==> src/rtl/spi_burst_arb.sv <==
`default_nettype none
// ============================================================================
// Module   : spi_burst_arb
// Purpose  : Two-requester round-robin arbiter and burst sequencer in front of
//            a byte-level SPI master. A granted requester's N-byte burst is
//            issued as N back-to-back single-byte transfers; TX bytes are
//            pulled with tx_pop and each received byte is returned with
//            rx_valid. Owns the master's ready_send/busy handshake.
// Options  : define SPI_ARB_WDOG_EN to enable the transfer watchdog
//            (abort with err/done and a one-cycle spi_rst pulse).
// Revision : 1.0 - initial release
// ============================================================================
module spi_burst_arb #(
  parameter int LEN_W    = 4,
  parameter int WDOG_CYC = 32
) (
  input  logic             clk,
  input  logic             rst_n,
  input  logic [1:0]       req,
  input  logic [LEN_W-1:0] len_0,
  input  logic [LEN_W-1:0] len_1,
  input  logic [7:0]       tx_data_0,
  input  logic [7:0]       tx_data_1,
  output logic [1:0]       tx_pop,
  output logic [7:0]       rx_data,
  output logic [1:0]       rx_valid,
  output logic [1:0]       gnt,
  output logic [1:0]       done,
  output logic [1:0]       err,
  output logic [7:0]       spi_data_in,
  output logic             spi_ready_send,
  output logic             spi_rst,
  input  logic             spi_busy,
  input  logic [7:0]       spi_data_out
);

  typedef enum logic [2:0] {
    IDLE      = 3'd0,
    ARB       = 3'd1,
    LOAD      = 3'd2,
    WAIT_BUSY = 3'd3,
    WAIT_DONE = 3'd4,
    FIN       = 3'd5
  } state_t;

  localparam logic [LEN_W-1:0] LEN_ONE = LEN_W'(1);

  state_t           state_q, state_d;
  logic [1:0]       gnt_q, gnt_d;
  logic             last_q, last_d;        // 1: requester 1 was granted last
  logic [LEN_W-1:0] remaining_q, remaining_d;
  logic [7:0]       spi_data_in_q, spi_data_in_d;
  logic [7:0]       rx_data_q, rx_data_d;
  logic [1:0]       rx_valid_q, rx_valid_d;

  logic [1:0]       w_elig;               // pending requests with a non-zero length
  logic [1:0]       w_win;                // arbitration winner (one-hot)

`ifdef SPI_ARB_WDOG_EN
  localparam int             WD_MAX    = (WDOG_CYC > 4) ? WDOG_CYC : 4;
  localparam int             CNT_W     = $clog2(WD_MAX + 1);
  localparam logic [CNT_W-1:0] BUSY_LIM = CNT_W'(4);
  localparam logic [CNT_W-1:0] DONE_LIM = CNT_W'(WDOG_CYC);
  localparam logic [CNT_W-1:0] CNT_ONE  = CNT_W'(1);

  logic [CNT_W-1:0] cnt_q, cnt_d;         // cycles spent in the current wait state
  logic             abort_q, abort_d;     // high only in the FIN cycle of an aborted burst
`else
  logic             w_unused_wdog;
  assign w_unused_wdog = ^WDOG_CYC;
`endif

  // A zero-length request is never eligible, so remaining can never wrap
  assign w_elig = {req[1] & (|len_1), req[0] & (|len_0)};

  // Next-state, arbitration and datapath updates
  always_comb begin
    state_d       = state_q;
    gnt_d         = gnt_q;
    last_d        = last_q;
    remaining_d   = remaining_q;
    spi_data_in_d = spi_data_in_q;
    rx_data_d     = rx_data_q;
    rx_valid_d    = 2'b00;
    w_win         = 2'b00;
`ifdef SPI_ARB_WDOG_EN
    cnt_d         = '0;
    abort_d       = 1'b0;
`endif

    case (state_q)
      IDLE: begin
        if (|w_elig) state_d = ARB;
      end

      ARB: begin
        // On a tie the requester not granted last wins
        if (w_elig == 2'b11) w_win = last_q ? 2'b01 : 2'b10;
        else                 w_win = w_elig;
        if (|w_elig) begin
          gnt_d         = w_win;
          remaining_d   = w_win[1] ? len_1 : len_0;
          spi_data_in_d = w_win[1] ? tx_data_1 : tx_data_0;
          state_d       = LOAD;
        end else begin
          // Request withdrawn between IDLE and ARB
          state_d = IDLE;
        end
      end

      LOAD: begin
        state_d = WAIT_BUSY;
      end

      WAIT_BUSY: begin
        if (spi_busy) state_d = WAIT_DONE;
`ifdef SPI_ARB_WDOG_EN
        else if (cnt_q == BUSY_LIM) begin
          state_d = FIN;
          abort_d = 1'b1;
        end else begin
          cnt_d = cnt_q + CNT_ONE;
        end
`endif
      end

      WAIT_DONE: begin
        if (!spi_busy) begin
          rx_data_d   = spi_data_out;
          rx_valid_d  = gnt_q;
          remaining_d = remaining_q - LEN_ONE;
          if (remaining_q != LEN_ONE) begin
            spi_data_in_d = gnt_q[1] ? tx_data_1 : tx_data_0;
            state_d       = LOAD;
          end else begin
            state_d = FIN;
          end
        end
`ifdef SPI_ARB_WDOG_EN
        else if (cnt_q == DONE_LIM) begin
          state_d = FIN;
          abort_d = 1'b1;
        end else begin
          cnt_d = cnt_q + CNT_ONE;
        end
`endif
      end

      FIN: begin
        gnt_d   = 2'b00;
        last_d  = gnt_q[1];
        state_d = IDLE;
      end

      default: begin
        state_d = IDLE;
      end
    endcase
  end

  // State and datapath registers with synchronous active-low reset
  always_ff @(posedge clk) begin
    if (!rst_n) begin
      state_q       <= IDLE;
      gnt_q         <= 2'b00;
      last_q        <= 1'b1;
      remaining_q   <= '0;
      spi_data_in_q <= 8'h00;
      rx_data_q     <= 8'h00;
      rx_valid_q    <= 2'b00;
    end else begin
      state_q       <= state_d;
      gnt_q         <= gnt_d;
      last_q        <= last_d;
      remaining_q   <= remaining_d;
      spi_data_in_q <= spi_data_in_d;
      rx_data_q     <= rx_data_d;
      rx_valid_q    <= rx_valid_d;
    end
  end

`ifdef SPI_ARB_WDOG_EN
  // Watchdog counter and abort flag
  always_ff @(posedge clk) begin
    if (!rst_n) begin
      cnt_q   <= '0;
      abort_q <= 1'b0;
    end else begin
      cnt_q   <= cnt_d;
      abort_q <= abort_d;
    end
  end

  assign err     = abort_q ? gnt_q : 2'b00;
  assign spi_rst = !rst_n | abort_q;
`else
  assign err     = 2'b00;
  assign spi_rst = !rst_n;
`endif

  // Strobes decoded from the registered state
  assign gnt            = gnt_q;
  assign spi_ready_send = (state_q == LOAD);
  assign tx_pop         = (state_q == LOAD) ? gnt_q : 2'b00;
  assign done           = (state_q == FIN) ? gnt_q : 2'b00;
  assign spi_data_in    = spi_data_in_q;
  assign rx_data        = rx_data_q;
  assign rx_valid       = rx_valid_q;

endmodule
`default_nettype wire

==> config.mk <==
export PLATFORM = sky130hd
export DESIGN_NAME = spi_burst_arb
export DESIGN_NICKNAME = d
export VERILOG_FILES = /design/src/rtl/spi_burst_arb.sv
export SDC_FILE = /design/constraint.sdc
export NUM_CORES = 1
export LEC_CHECK = 0
export CORE_MARGIN = 4
export CORE_UTILIZATION = 45
export DETAILED_ROUTE_END_ITERATION = 16
export GPL_TIMING_DRIVEN = 0
export PLACE_DENSITY = 0.86
export SETUP_SLACK_MARGIN = 0.05
export SLEW_MARGIN = 20
export SYNTH_ARGS = -nofsm -noshare
export SYNTH_HDL_FRONTEND = slang
export SYNTH_SLANG_ARGS = --single-unit
==> constraint.sdc <==
create_clock -name clk -period 2.7 [get_ports clk]
set_clock_uncertainty 0.05 [all_clocks]
set_input_delay 0.54 -clock clk [delete_from_list [all_inputs] [get_ports clk]]
set_output_delay 0.54 -clock clk [all_outputs]
set_load 0.02 [all_outputs]
Word level (Yosys, flattened, before mapping):

Cells that the tools add are included.

* bits in registers: 28
* word-level logic and storage cells: 61

* add/sub/neg operators: 1
* eq/ne operators: 12
* multiplexer cells: 23
* bitwise operators: 5
* reductions and logical operators: 13

Operators by type and width (number)
* 8-bit 2-to-1 mux: 5
* 8-bit one-hot mux with 2 select lines: 1
* 3-bit one-hot mux with 5 select lines: 1
* 2-bit 2-to-1 mux: 7
* 3-bit 2-to-1 mux: 4
* 4-bit 2-to-1 mux: 3
* 2-bit inequality test, second input constant: 5
* 4-bit one-hot mux with 2 select lines: 1
* 4-bit OR reduction: 2
* 3-bit by 2-bit equality test with 1-bit output, second input constant: 2
* 3-bit equality test, second input constant: 2
* 3-bit AND reduction: 2
* 4-bit by 1-bit inequality test with 1-bit output, second input constant: 1
* 2-bit one-hot mux with 2 select lines: 1
* 2-bit AND reduction: 2
* 4-bit AND reduction: 1
* 2-bit nonzero test: 2
* 4-bit by 1-bit subtractor with 4-bit output, second input constant: 1
* 3-bit by 1-bit equality test with 1-bit output, second input constant: 1
* 3-bit logical NOT: 1
* 1-bit inverter: 3
* 3-bit OR reduction: 1
* 1-bit bitwise AND: 2
* 2-bit equality test, second input constant: 1
* other kinds (2): 2

Longest topological paths before layout:

* depth after elaboration: 8
* mapped depth: 7

Worst setup path before layout:

OpenSTA, ideal clock, no wires.

* path kind: input-to-reg
* start point: in len_0[0]
* end point: reg spi_data_in_q[0] (netlist: spi_data_in[0])
* library setup time: 0.088 ns
* data arrival time: 1.929 ns
* required time: 2.562 ns
* path slack: 0.633 ns
* cell stages on the path: 5
* path buffers: 1
* path through: or4_4 -> a21o_1 -> buf_6 -> mux2_4 -> a311oi_2

* longest elaborated chain between the ends: 8
* elaborated cells between the ends (all ways): 11
* those cells by class: eq/ne (2); mux (5); bitwise (1); reduce/logical (3)

RTL lines
* start, declared: RTL line 20 `input logic [LEN_W-1:0] len_0,`
* 4-bit OR reduction (*): RTL line 74 `assign w_elig = {req[1] & (|len_1), req[0] & (|len_0)};`
* 1-bit bitwise AND (*): RTL line 74
* 2-bit equality test: RTL line 98 `if (w_elig == 2'b11) w_win = last_q ? 2'b01 : 2'b10;`
* 2-bit 2-to-1 mux: RTL line 98
* 2-bit 2-to-1 mux: RTL line 91 `case (state_q)`
* 8-bit 2-to-1 mux: RTL line 103 `spi_data_in_d = w_win[1] ? tx_data_1 : tx_data_0;`
* 8-bit 2-to-1 mux: RTL line 100 `if (|w_elig) begin`
* 8-bit one-hot mux with 2 select lines: RTL line 91
* end signal, assigned: RTL line 176 `spi_data_in_q <= spi_data_in_d;`
* end, declared: RTL line 52 `logic [7:0] spi_data_in_q, spi_data_in_d;`

Mark *: on every way between the ends. The rest lies on a longest branch, timed or not. The select of a mux whose other input is x is not followed.
A chain may end at the register's enable or synchronous reset.

Worst setup path in the final report:

* start point: reg state_q[0]
* end point: out done[1]

* longest elaborated chain between the ends: 2

RTL lines
* start, declared: RTL line 48 `state_t state_q, state_d;`
* start signal, assigned: RTL line 172 `state_q <= state_d;`
* 3-bit equality test: RTL line 205 `assign done = (state_q == FIN) ? gnt_q : 2'b00;`
* 2-bit 2-to-1 mux: RTL line 205
* end, declared: RTL line 28 `output logic [1:0] done,`

No other way between the ends.

==> impl_results.md <==
* Via count at 1854
* Worst R2R Start: state_q[0]
* Syn Area/Cell at 8.490 um^2
* Critical path launch point type: flop
* R2r setup slk at 0.62 ns
* Peak VDD IR at 0.2135 mV
* CTS tree: built
* Global-route wire length before repair at 8052 um
* Fin. Hold Viols at 0
* Status: completed
* Area Growth Syn to Fin at 41.61%
* Arrival time worst endpoint at 1.97 ns
* Initial core utilization at 47.63%
* Wirelength per Cell at 15.72 um
* Data required time of the worst path at 2.11 ns
* Critical path's slowest cell: clkdlybuf4s50_1
* RD Place Congestion at 0.8633
* Nets@finish at 315
* Design area at 2525 um^2
* Num rows at 22
* IO Count at 65
* Horiz. Die Dim at 70.95 um
* Antenna cells at 0
* Area contributors post-synth: dfxtp_1 31%, nand2_1 8.0%, a311oi_2 6.7%
* Setup TNS at 0 ns
* HP Class: reg2reg
* Final Max Tran Viols at 0
* DR pass1 iterations at 4
* Max-cap violations at 0
* Hold path startpoint: rx_data[2]
* H-Tree Depth at 1
* Post-synth EDFFs at 0
* GRT overflow at 0
* CP max FO at 10
* IO Port Bufs at 61
* Clk buf depth at 2
* Clock sinks at 28
* Worst hold path depth at 2
* Fmax at 0.3899 GHz
* Synth Register Bits at 28
* Hold path endpoint: rx_data[2]
* Unrepaired setup endpoints after global routing: false
* Post-synthesis cell area at 1783 um^2
* Worst-case reg-to-reg path depth at 7
* Inserted Clock Buffers at 3
* Place WS at -0.3441 ns
* Fin util at 67.45%
* Ys async rst share at 0%
* Pwr Density at 437.9 nW/um^2
* Period Utilization, post-route at 94.98%
* Vias in the first global route at 1701
* Die Y-Extent at 70.95 um
* Initial antenna violation count at 0
* Slowest stage delay, CP at 0.61 ns
* Top_reg_cell synth: dfxtp_1
* Ys Warns at 0
* Vias per inst at 5.740
* Worst r2r dst: spi_data_in[0]
* Drt total wl at 5077 um
* Crit-path cells: clkbuf_1 -> and3b_1 -> and2_1 -> clkdlybuf4s50_1
* Clk pin slew, worst setup/hold paths at 0.10 ns
* Worst-Margin Slew at 0.6531 ns
* Die ar. at 5033 um^2
* Setup-failing EPs final at 0
* Relative slew slack at 56.46%
* Cell taking the most area after synthesis: dfxtp_1
* Fin crit period at 2.565 ns
* Overall Global Routing Usage at 19.74%
* Seq/Total Area, Yosys at 31.44%
* Synthesized netlist cell count at 210
* Clock Root Buffer: clkbuf_8
* DRC at 0
* Layout cells sized above 1 at 14.18%
* DP HPWL at 3748 um
* Clock latency on the worst-skew pair at 0.29 ns
* DR iter-0 viols at 93
* Setup crit end kind: output pin
* Post-CTS setup buffers at 0
* Crit path kind: reg2out
* Post-DRT Antenna Nets at 0
* Synth unique cells at 52
* Instance area at placement at 2457 um^2
* Pleak at 0.9345 nW
* Core area at 3744 um^2
* Final WS setup at 0.1355 ns
* Largest net degree at the start of global routing at 17
* Top-area cell type share of the netlist area at 31.44%
==> layout by cell type (no fill, tap or decap), types with 2 or more instances in the layout <==
cell type | netlist | routed
a211oi_1 | 3 | 3
nand2_1 | 38 | 38
mux2_4 | 8 | 8
buf_4 | 4 | 4
ha_1 | 2 | 2
clkdlybuf4s50_1 | 0 | 60
buf_2 | 5 | 5
o21a_1 | 2 | 2
a31oi_1 | 9 | 9
dfxtp_1 | 28 | 28
o2111a_1 | 2 | 2
a21oi_1 | 15 | 15
a311oi_2 | 8 | 8
o21ai_0 | 4 | 4
inv_1 | 4 | 3
nor2_1 | 5 | 5
and2_1 | 5 | 5
nand2b_1 | 2 | 2
mux2i_1 | 2 | 2
clkbuf_8 | 0 | 3
conb_1 | 1 | 2
and3_1 | 2 | 2
nor3b_1 | 13 | 13
clkbuf_1 | 8 | 6
nor3_1 | 11 | 11
==> worst max path at each step <==
| stage | to | start | slack (ns) | cells past startpoint |
|---|---|---|---|---|
| global placement | spi_rst | rst_n | -0.33 | 4 |
| floorplan | spi_data_in[0] | len_0[0] | 0.63 | 5 |
| finish | done[1] | state_q[0] | 0.14 | 4 |
| global route | done[1] | state_q[0] | 0.05 | 4 |
| CTS | done[1] | state_q[0] | 0.15 | 4 |
| detailed placement | spi_rst | rst_n | -0.34 | 4 |
==> worst max-delay path: cells and delay by family (launching register included) <==
| family | cells | cell delay (ns) |
|---|---|---|
| buf+inv | 2 | 0.95 |
| flops | 1 | 0.35 |
| simple gates | 2 | 0.39 |
==> timing repair <==
action | CTS | global route
setup endpoints to repair | 1 | 2
resized for setup | 3 | 0
pin swaps | 0 | 0
hold buffers | 0 | 0
==> synthesized netlist by cell type (2+ instances only) <==
cell	count
mux2i_1	2
o21ai_0	4
buf_2	5
and2_1	5
dfxtp_1	28
a311oi_2	8
o2111a_1	2
a21oi_1	15
nand2_1	38
nand2b_1	2
a211oi_1	3
buf_4	4
nor3_1	11
and3_1	2
nor2_1	5
a31oi_1	9
nor3b_1	13
clkbuf_1	8
ha_1	2
mux2_4	8
inv_1	4
o21a_1	2
==> cell families (layout without fill, tap and decap cells) <==
| group | Yosys count | in the layout | share of synthesized area [%] |
|---|---|---|---|
| AOI/OAI and AO/OA | 57 | 57 | 25.76 |
| adders and majority gates | 2 | 2 | 1.403 |
| buffers and inverters | 22 | 86 | 6.245 |
| DFF | 28 | 28 | 31.44 |
| muxes | 10 | 10 | 7.860 |
| other | 1 | 2 | 0.2103 |
| and+or+nand+nor | 90 | 90 | 27.09 |
==> report_power, final <==
group          internal (W)  switching, W  total [W]
sequential         0.000437     0.0000190   0.000456
combinational      0.000159      0.000146   0.000305
clock              0.000199      0.000145   0.000344
total              0.000795      0.000310    0.00111
==> state kept, by name, summed over array words and instances, names as in the netlist <==
name	count
rx_data	8
spi_data_in	8
last_q	1
rx_valid	2
state_q	3
remaining_q	4
gnt	2
==> cell type report <==
cell class / instances / area, um^2
clock buffers: 3 / 41.29
flip-flops and latches: 28 / 560.5
multi-input cells: 161 / 1115
inverters: 4 / 15.01
repair buffers: 61 / 609.3
plain buffers: 17 / 93.84
well taps: 48 / 60.06
fillers: 333 / 1219
clock inverters: 1 / 30.03
==> metrics by stage <==
step,hold WS [ns],std cells,power [W]
finish,0.4106,323,0.001106
global route,0.4291,323,0.001145
global placement,0.3906,320,0.0007625
CTS,0.4117,324,0.001102
floorplan,0.4094,211,0.0006386
detailed placement,0.3976,320,0.0007688
==> layer usage <==
layer / wire (um) / global-route usage (%)
met1: 2178 / 26.56
met5: 0 / 0
met4: 66 / 5.846
met3: 381 / 3.267
met2: 2450 / 32.44
No activity file was read; power rests on OpenSTA's default activity.
